File: src/rtl/pipelined_barrel_shifter.sv
// pipelined_barrel_shifter: WIDTH-bit logical/arithmetic/rotate shifter.
// It has one registered stage per shift-amount bit, and the largest step comes first.
// Valid/ready handshakes are used on both sides, and bubbles collapse.
// Optional feature macro: BSHIFT_STICKY_EN adds out_sticky, which is the OR of all discarded bits.
module pipelined_barrel_shifter #(
  parameter  int WIDTH = 8,
  localparam int SHW   = $clog2(WIDTH)
) (
  input  logic             clk,
  input  logic             rst_n,
  input  logic             in_valid,
  output logic             in_ready,
  input  logic [WIDTH-1:0] in_data,
  input  logic [SHW-1:0]   shamt,
  input  logic             dir,
  input  logic [1:0]       mode,
  output logic             out_valid,
  input  logic             out_ready,
  output logic [WIDTH-1:0] out_data
`ifdef BSHIFT_STICKY_EN
  ,
  output logic             out_sticky
`endif
);

  localparam logic [1:0] MODE_ARITH = 2'b01;
  localparam logic [1:0] MODE_ROT   = 2'b10;

  // Shift d by s positions. An arithmetic right shift keeps the MSB.
  // So the MSB of any stage input is still the sign of the accepted operand.
  function automatic logic [WIDTH-1:0] step_shift(input logic [WIDTH-1:0] d, input int s,
                                                  input logic left, input logic [1:0] m);
    logic [2*WIDTH-1:0] dd;
    logic [WIDTH-1:0]   r;
    dd = {d, d};
    if (m == MODE_ROT) begin
      if (left) r = dd[2*WIDTH-1-s -: WIDTH];
      else      r = dd[s +: WIDTH];
    end else if (left) begin
      r = d << s;
    end else if (m == MODE_ARITH) begin
      r = WIDTH'($signed(d) >>> s);
    end else begin
      r = d >> s;
    end
    return r;
  endfunction

`ifdef BSHIFT_STICKY_EN
  // Return 1 when a shift of d by s drops any 1 bit. A rotate never drops bits.
  function automatic logic step_lost(input logic [WIDTH-1:0] d, input int s,
                                     input logic left, input logic [1:0] m);
    logic [WIDTH-1:0] lost;
    if (m == MODE_ROT) lost = '0;
    else if (left)     lost = d >> (WIDTH - s);
    else               lost = d << (WIDTH - s);
    return |lost;
  endfunction
`endif

  logic [SHW-1:0] valid_s;
  logic [SHW-1:0] ready_s;

  // Backward ready chain: a stage may hand off if the next stage is empty or draining.
  always_comb begin
    logic nxt;
    nxt = out_ready;
    for (int i = SHW - 1; i >= 0; i--) begin
      ready_s[i] = nxt;
      nxt        = !valid_s[i] || nxt;
    end
  end

  assign in_ready = !valid_s[0] || ready_s[0];

  for (genvar k = 0; k < SHW; k++) begin : g_stage
    localparam int STEP = 1 << (SHW - 1 - k);

    logic [WIDTH-1:0] src_data_s;
    logic             src_valid_s;
    logic             src_dir_s;
    logic [1:0]       src_mode_s;
    logic             src_bit_s;
    logic             load_s;
    logic [WIDTH-1:0] data_d, data_q;
    logic             valid_d, valid_q;

    if (k == 0) begin : g_src
      assign src_data_s  = in_data;
      assign src_valid_s = in_valid;
      assign src_dir_s   = dir;
      assign src_mode_s  = mode;
      assign src_bit_s   = shamt[SHW-1];
    end else begin : g_src
      assign src_data_s  = g_stage[k-1].data_q;
      assign src_valid_s = g_stage[k-1].valid_q;
      assign src_dir_s   = g_stage[k-1].g_fwd.dir_q;
      assign src_mode_s  = g_stage[k-1].g_fwd.mode_q;
      assign src_bit_s   = g_stage[k-1].g_fwd.rem_q[SHW-1-k];
    end

    assign load_s     = !valid_q || ready_s[k];
    assign valid_s[k] = valid_q;

    // Take the upstream operation when allowed, shifting it if its bit is set; otherwise hold.
    always_comb begin
      valid_d = valid_q;
      data_d  = data_q;
      if (load_s) begin
        valid_d = src_valid_s;
        if (src_valid_s) begin
          if (src_bit_s) data_d = step_shift(src_data_s, STEP, src_dir_s, src_mode_s);
          else           data_d = src_data_s;
        end else begin
          data_d = data_q;
        end
      end else begin
        valid_d = valid_q;
      end
    end

    // Stage data/valid registers.
    always_ff @(posedge clk or negedge rst_n) begin
      if (!rst_n) begin
        valid_q <= 1'b0;
        data_q  <= '0;
      end else begin
        valid_q <= valid_d;
        data_q  <= data_d;
      end
    end

    // The final stage needs no control fields. Earlier stages carry dir, mode and the
    // shift-amount bits that are still unused.
    if (k < SHW - 1) begin : g_fwd
      logic             dir_d, dir_q;
      logic [1:0]       mode_d, mode_q;
      logic [SHW-2-k:0] src_rem_s, rem_d, rem_q;

      if (k == 0) begin : g_rsrc
        assign src_rem_s = shamt[SHW-2:0];
      end else begin : g_rsrc
        assign src_rem_s = g_stage[k-1].g_fwd.rem_q[SHW-2-k:0];
      end

      // Control fields follow their operation into this stage.
      always_comb begin
        if (load_s && src_valid_s) begin
          dir_d  = src_dir_s;
          mode_d = src_mode_s;
          rem_d  = src_rem_s;
        end else begin
          dir_d  = dir_q;
          mode_d = mode_q;
          rem_d  = rem_q;
        end
      end

      // Control field registers.
      always_ff @(posedge clk or negedge rst_n) begin
        if (!rst_n) begin
          dir_q  <= 1'b0;
          mode_q <= 2'b00;
          rem_q  <= '0;
        end else begin
          dir_q  <= dir_d;
          mode_q <= mode_d;
          rem_q  <= rem_d;
        end
      end
    end

`ifdef BSHIFT_STICKY_EN
    logic src_sticky_s, sticky_d, sticky_q;

    if (k == 0) begin : g_ssrc
      assign src_sticky_s = 1'b0;
    end else begin : g_ssrc
      assign src_sticky_s = g_stage[k-1].sticky_q;
    end

    // Accumulate the bits discarded by this stage. The sticky bit starts at 0 on acceptance.
    always_comb begin
      if (load_s && src_valid_s) begin
        if (src_bit_s) sticky_d = src_sticky_s | step_lost(src_data_s, STEP, src_dir_s, src_mode_s);
        else           sticky_d = src_sticky_s;
      end else begin
        sticky_d = sticky_q;
      end
    end

    // Sticky register.
    always_ff @(posedge clk or negedge rst_n) begin
      if (!rst_n) sticky_q <= 1'b0;
      else        sticky_q <= sticky_d;
    end
`endif
  end

  assign out_valid = g_stage[SHW-1].valid_q;
  assign out_data  = g_stage[SHW-1].data_q;
`ifdef BSHIFT_STICKY_EN
  assign out_sticky = g_stage[SHW-1].sticky_q;
`endif

endmodule

File: config.mk
export PLATFORM = sky130hd
export DESIGN_NAME = pipelined_barrel_shifter
export DESIGN_NICKNAME = d
export VERILOG_FILES = /design/src/rtl/pipelined_barrel_shifter.sv
export SDC_FILE = /design/constraint.sdc
export NUM_CORES = 1
export LEC_CHECK = 0
export ABC_AREA = 0
export CAP_MARGIN = 20
export CORE_MARGIN = 2
export CORE_UTILIZATION = 30
export CTS_CLUSTER_DIAMETER = 30
export DETAILED_ROUTE_END_ITERATION = 6
export SETUP_SLACK_MARGIN = 0.02
export SYNTH_ARGS = -nofsm -noshare
export SYNTH_HDL_FRONTEND = slang
export SYNTH_SLANG_ARGS = --single-unit
File: constraint.sdc
create_clock -name clk -period 1.44 [get_ports clk]
set_input_delay 0.288 -clock clk [delete_from_list [all_inputs] [get_ports clk]]
set_output_delay 0.288 -clock clk [all_outputs]
set_load 0.02 [all_outputs]
Word level (Yosys, flattened, before mapping)
Cells that the tools add are included.

RAM bits: 0. Input port bits: 18. Memories kept: 0. Logic and storage cells: 43. Bits in registers: 36. Output and inout port bits: 10. Bits in read-only memories: 0. Latch bits: 0.

Muxes and demuxes: 14. Divide/modulo/power cells: 0. Shift-type cells: 0. $add $sub $neg: 0. Reductions and logical operators: 11. Bitwise operators: 0. Magnitude comparators: 0. $mul: 0. Equality and inequality tests: 6.

Operators with widths (count): 8-bit two-way mux (14); 2-bit by 1-bit == test with 1-bit output, second input constant (3); 2-bit == test, second input constant (3); 2-bit AND reduction (3); 1-bit logical NOT (3); 1-bit logical OR (3); 1-bit logical AND (2).

Longest topological paths before layout
Depth in word-level cells: 5. Depth in mapped cells: 5. Gate-level depth less buffers: 4.

Worst setup path after synthesis
Ideal clock, no wire load.

Path kind: reg-to-reg. From: register g_stage[2].valid_q (netlist: out_valid). To: register g_stage[0].data_q[3]. Period minus slack after synthesis: 1.351 ns. Slack: 0.089 ns. Arrival time: 1.224 ns. Buffers on the path: 1. Library setup time: 0.127 ns. Required time: 1.313 ns. Stages on the path, launching flop included: 6. Cells stage by stage: dfrtp_1 > nand4b_2 > and2_4 > buf_6 > nor2_1 > nor2_1.

Longest elaborated chain between the ends: 5.

Ends and longest elaborated chain: start: declaration (RTL line 86) `logic valid_d, valid_q;`; start signal: assignment (RTL line 128) `valid_q <= valid_d;`; 1-bit logical NOT (RTL line 70) `nxt = !valid_s[i] || nxt;`; 1-bit logical OR (2 in a row) (RTL line 70); 1-bit logical OR; net in_ready (RTL line 12) `output logic in_ready,`; 2-bit AND reduction (no line); end signal: assignment (RTL line 129) `data_q <= data_d;`; end: declaration (RTL line 85) `logic [WIDTH-1:0] data_d, data_q;`.

The timed path passes the listed nets, and every way through them passes these cells. A chain may end at the register's enable or synchronous reset.

Worst setup path in the final report
From: input port out_ready. To: output port in_ready.

Longest elaborated chain between the ends: 3.

Ends and longest elaborated chain: start: declaration (RTL line 18) `input logic out_ready,`; 1-bit logical OR (2 in a row) (RTL line 70); 1-bit logical OR (RTL line 74) `assign in_ready = !valid_s[0] || ready_s[0];`; end: declaration (RTL line 12).

Every way passes these cells.

==> impl_results.md <==
- Top post-synthesis cells by area: dfrtp_1, nand2_1, o21ai_0
- Syn Std Cell Area: approximately 0.0018 mm2
- Cells after Synth: approximately 200
- Most numerous cell in the Yosys netlist: nand2_1
- Synth top area share: about 50%
- Worst-path maximum fanout: 3
- RSZ-0062 raised after global routing: no
- DIE AREA: around 0.0067 mm2
- Antenna viol nets, final: 0
- CP startpoint kind: primary input
- Final hold violations: 0
- Syn avg cell area: 9.34 um2
- First-pass GRT wire length: 6.29 mm
- Ports: 28
- WP data required: approximately 1200 ps
- Placed Area: approximately 0.0023 mm2
- M1 wire length: ~1.7 mm
- Initial core utilization: a little under a third
- Post-synthesis async set-or-reset flop share: 100%
- CP max stage delay: ~440 ps
- Final instance area: ~0.0024 mm2
- Layout Nets: 254
- Core area: between 0.005 and 0.006 mm2
- Initial antenna violation count: 0
- Largest net degree at the start of global routing: 37
- Routed wire length: 3.69 mm
- Cell row count: 28
- Clk buf depth: 2
- Status: finished, final reports clean
- CP arrival: about 1100 ps
- Post-DP HPWL: around 2.7 mm
- Starting DRC count in detailed routing: 58
- Seq/Total Area, Yosys: 49.5%
- Final worst path period share: between 90% and 100%
- Clock skew: approximately 7.5 ps
- Chip width: 81.9 um
- GRT Total Usage: 12.1%
- Max-slew violations: 0
- Yosys reg bits: 36
- Top Metal Used: met4
- Cell taking the most area after synthesis: dfrtp_1
- Max Cap Viol: 0
- CTS clk-pin slew, worst paths: approximately 70 ps
- Unique masters post-synth: 29
- GP Congestion: roughly 0.74
- IO buf count: 27
- VDD IR max: ~0.50 mV
- HP Class: in2async
- Setup TNS: 0 ps
- Post-Syn Nets: roughly 210
- # DRC: 0
- Root buffer cell: clkbuf_8
- Number of synthesized flops with an enable pin: 0
- Pre-antenna DRT Iters: 4
- Critical path type: in2out
- Pwr dens: approximately 1300 mW/mm2
- Die Ht: 81.9 um
- Via count: about 1500
- Crit end category: output pin
- Num CTS Buffers: 5
- Post-layout total power: 0.00314 W
- Avg WL per Cell: 11.8 um
- Vias per cell: ~4.8
- Final Setup Violations: 0
- # diodes: 0
- WL met2: ~1.7 mm
- Max Clk Rate: between 700 and 800 MHz
- CTS HTree Levels: 2
- Yosys warnings: 0
- Crit-path cells: clkdlybuf4s50_1 -> nand4b_4 -> buf_4
- TritonCTS clock tree: done
- Worst Tran Pin Value: 472 ps
- Clock tree sinks: 36
- Fin crit period: ~1400 ps
- Most frequent cells after synthesis: nand2_1, dfrtp_1, o21ai_0
- Slowest CP cell: clkdlybuf4s50_1
- Layout cells sized above 1: roughly 15%
- Vias in the first global route: roughly 1400
- Post-Place Cells: about 300
- Hold WS: 364 ps
- Clk_lat worst skew: between 200 and 300 ps
- Met3 wire length: approximately 160 um
- Area grow syn2layout: 30.9%
- Primary FF master, synth: dfrtp_1
- Grt ovf: 0
- Fin cells: around 310
- P_leak: between 1 and 1.5 nW
- Post-CTS Setup Inserts: 0
- Slew HR: about two thirds
power breakdown:
| part | total [W] | switching [W] | internal, W |
|---|---|---|---|
| clock network | 0.000658 | 0.000329 | 0.000328 |
| logic | 0.000955 | 0.000478 | 0.000477 |
| registers | 0.00153 | 0.000270 | 0.00126 |
what timing repair did:
action	4_1_cts	5_1_grt
setup endpoints to repair	18	6
gates resized for setup	14	6
cloned	0	0
hold buffers	0	0
kinds of logic (layout without fill, tap and decap cells):
logic type	Yosys count	after routing	share of synthesized area, %
mux	14	14	7.97
buf+inv	13	54	3.92
compound gates	53	53	17.9
flops	36	36	49.5
simple gates	79	79	20.8
stage by stage:
stage	utilization [%]	setup slack, ps
after floorplan	-	88.9
after global placement	38.9	-369
after detailed placement	38.9	-377
after CTS	40.0	22.5
after global routing	40.5	20.1
final	40.5	69.9
cell usage in the layout (no fill, tap or decap), drive strengths merged:
cell | Yosys | final
nand3b | 2 | 2
dlygate4sd2 | 0 | 9
nand4b | 4 | 4
inv | 3 | 3
and2 | 1 | 1
clkdlybuf4s50 | 0 | 17
a21oi | 5 | 5
nand4bb | 1 | 1
o21ai | 35 | 35
a32oi | 1 | 1
mux2 | 4 | 4
clkinv | 0 | 1
nand2 | 47 | 47
dfrtp | 36 | 36
nand2b | 9 | 9
nor2 | 11 | 11
nor3b | 1 | 1
nand3 | 3 | 3
o31ai | 4 | 4
mux2i | 10 | 10
a221oi | 6 | 6
o41ai | 1 | 1
o2111ai | 1 | 1
buf | 7 | 18
clkbuf | 3 | 6
state kept, by name (all words and copies together), names as in the netlist:
name                  cells
out_data                  8
g_stage.g_fwd.mode_q      4
g_stage.valid_q           2
g_stage.data_q           16
g_stage.g_fwd.rem_q       3
g_stage.g_fwd.dir_q       2
out_valid                 1
layout make-up:
| class | instances | area, um2 |
|---|---|---|
| Multi-Input combinational cell | 146 | 877 |
| Clock buffer | 6 | 72.6 |
| Sequential cell | 36 | 902 |
| Fill cell | 603 | 3500 |
| Timing Repair Buffer | 44 | 422 |
| Inverter | 3 | 11.3 |
| Clock inverter | 1 | 5.00 |
| Tap cell | 75 | 93.8 |
critical path: cells and delay by family:
family / cells / cell delay (ps)
buffers and inverters: 2 / 610
AND/OR/NAND/NOR: 1 / 190
layer usage:
layer / vias to the layer above / track usage, %
met4: 0 / 3.50
met3: 5 / 3.41
li1: 770 / -
met2: 32 / 20.1
met1: 680 / 15.2
met5: - / 0
worst paths after layout:
path | startpoint | endpoint | slack [ps] | cells past startpoint
hold / removal | rst_n | out_data[4] | 360 | 2
min in group clk | out_data[2] | out_data[2] | 470 | 2
hold reg to reg | out_data[2] | out_data[2] | 470 | 2
max in group asynchronous | rst_n | g_stage[0].g_fwd.dir_q | 870 | 2
setup reg to reg | out_valid | g_stage[1].data_q[7] | 150 | 5
setup / recovery | out_ready | in_ready | 70 | 3
Note: power is estimated with default switching activity, not from simulation.
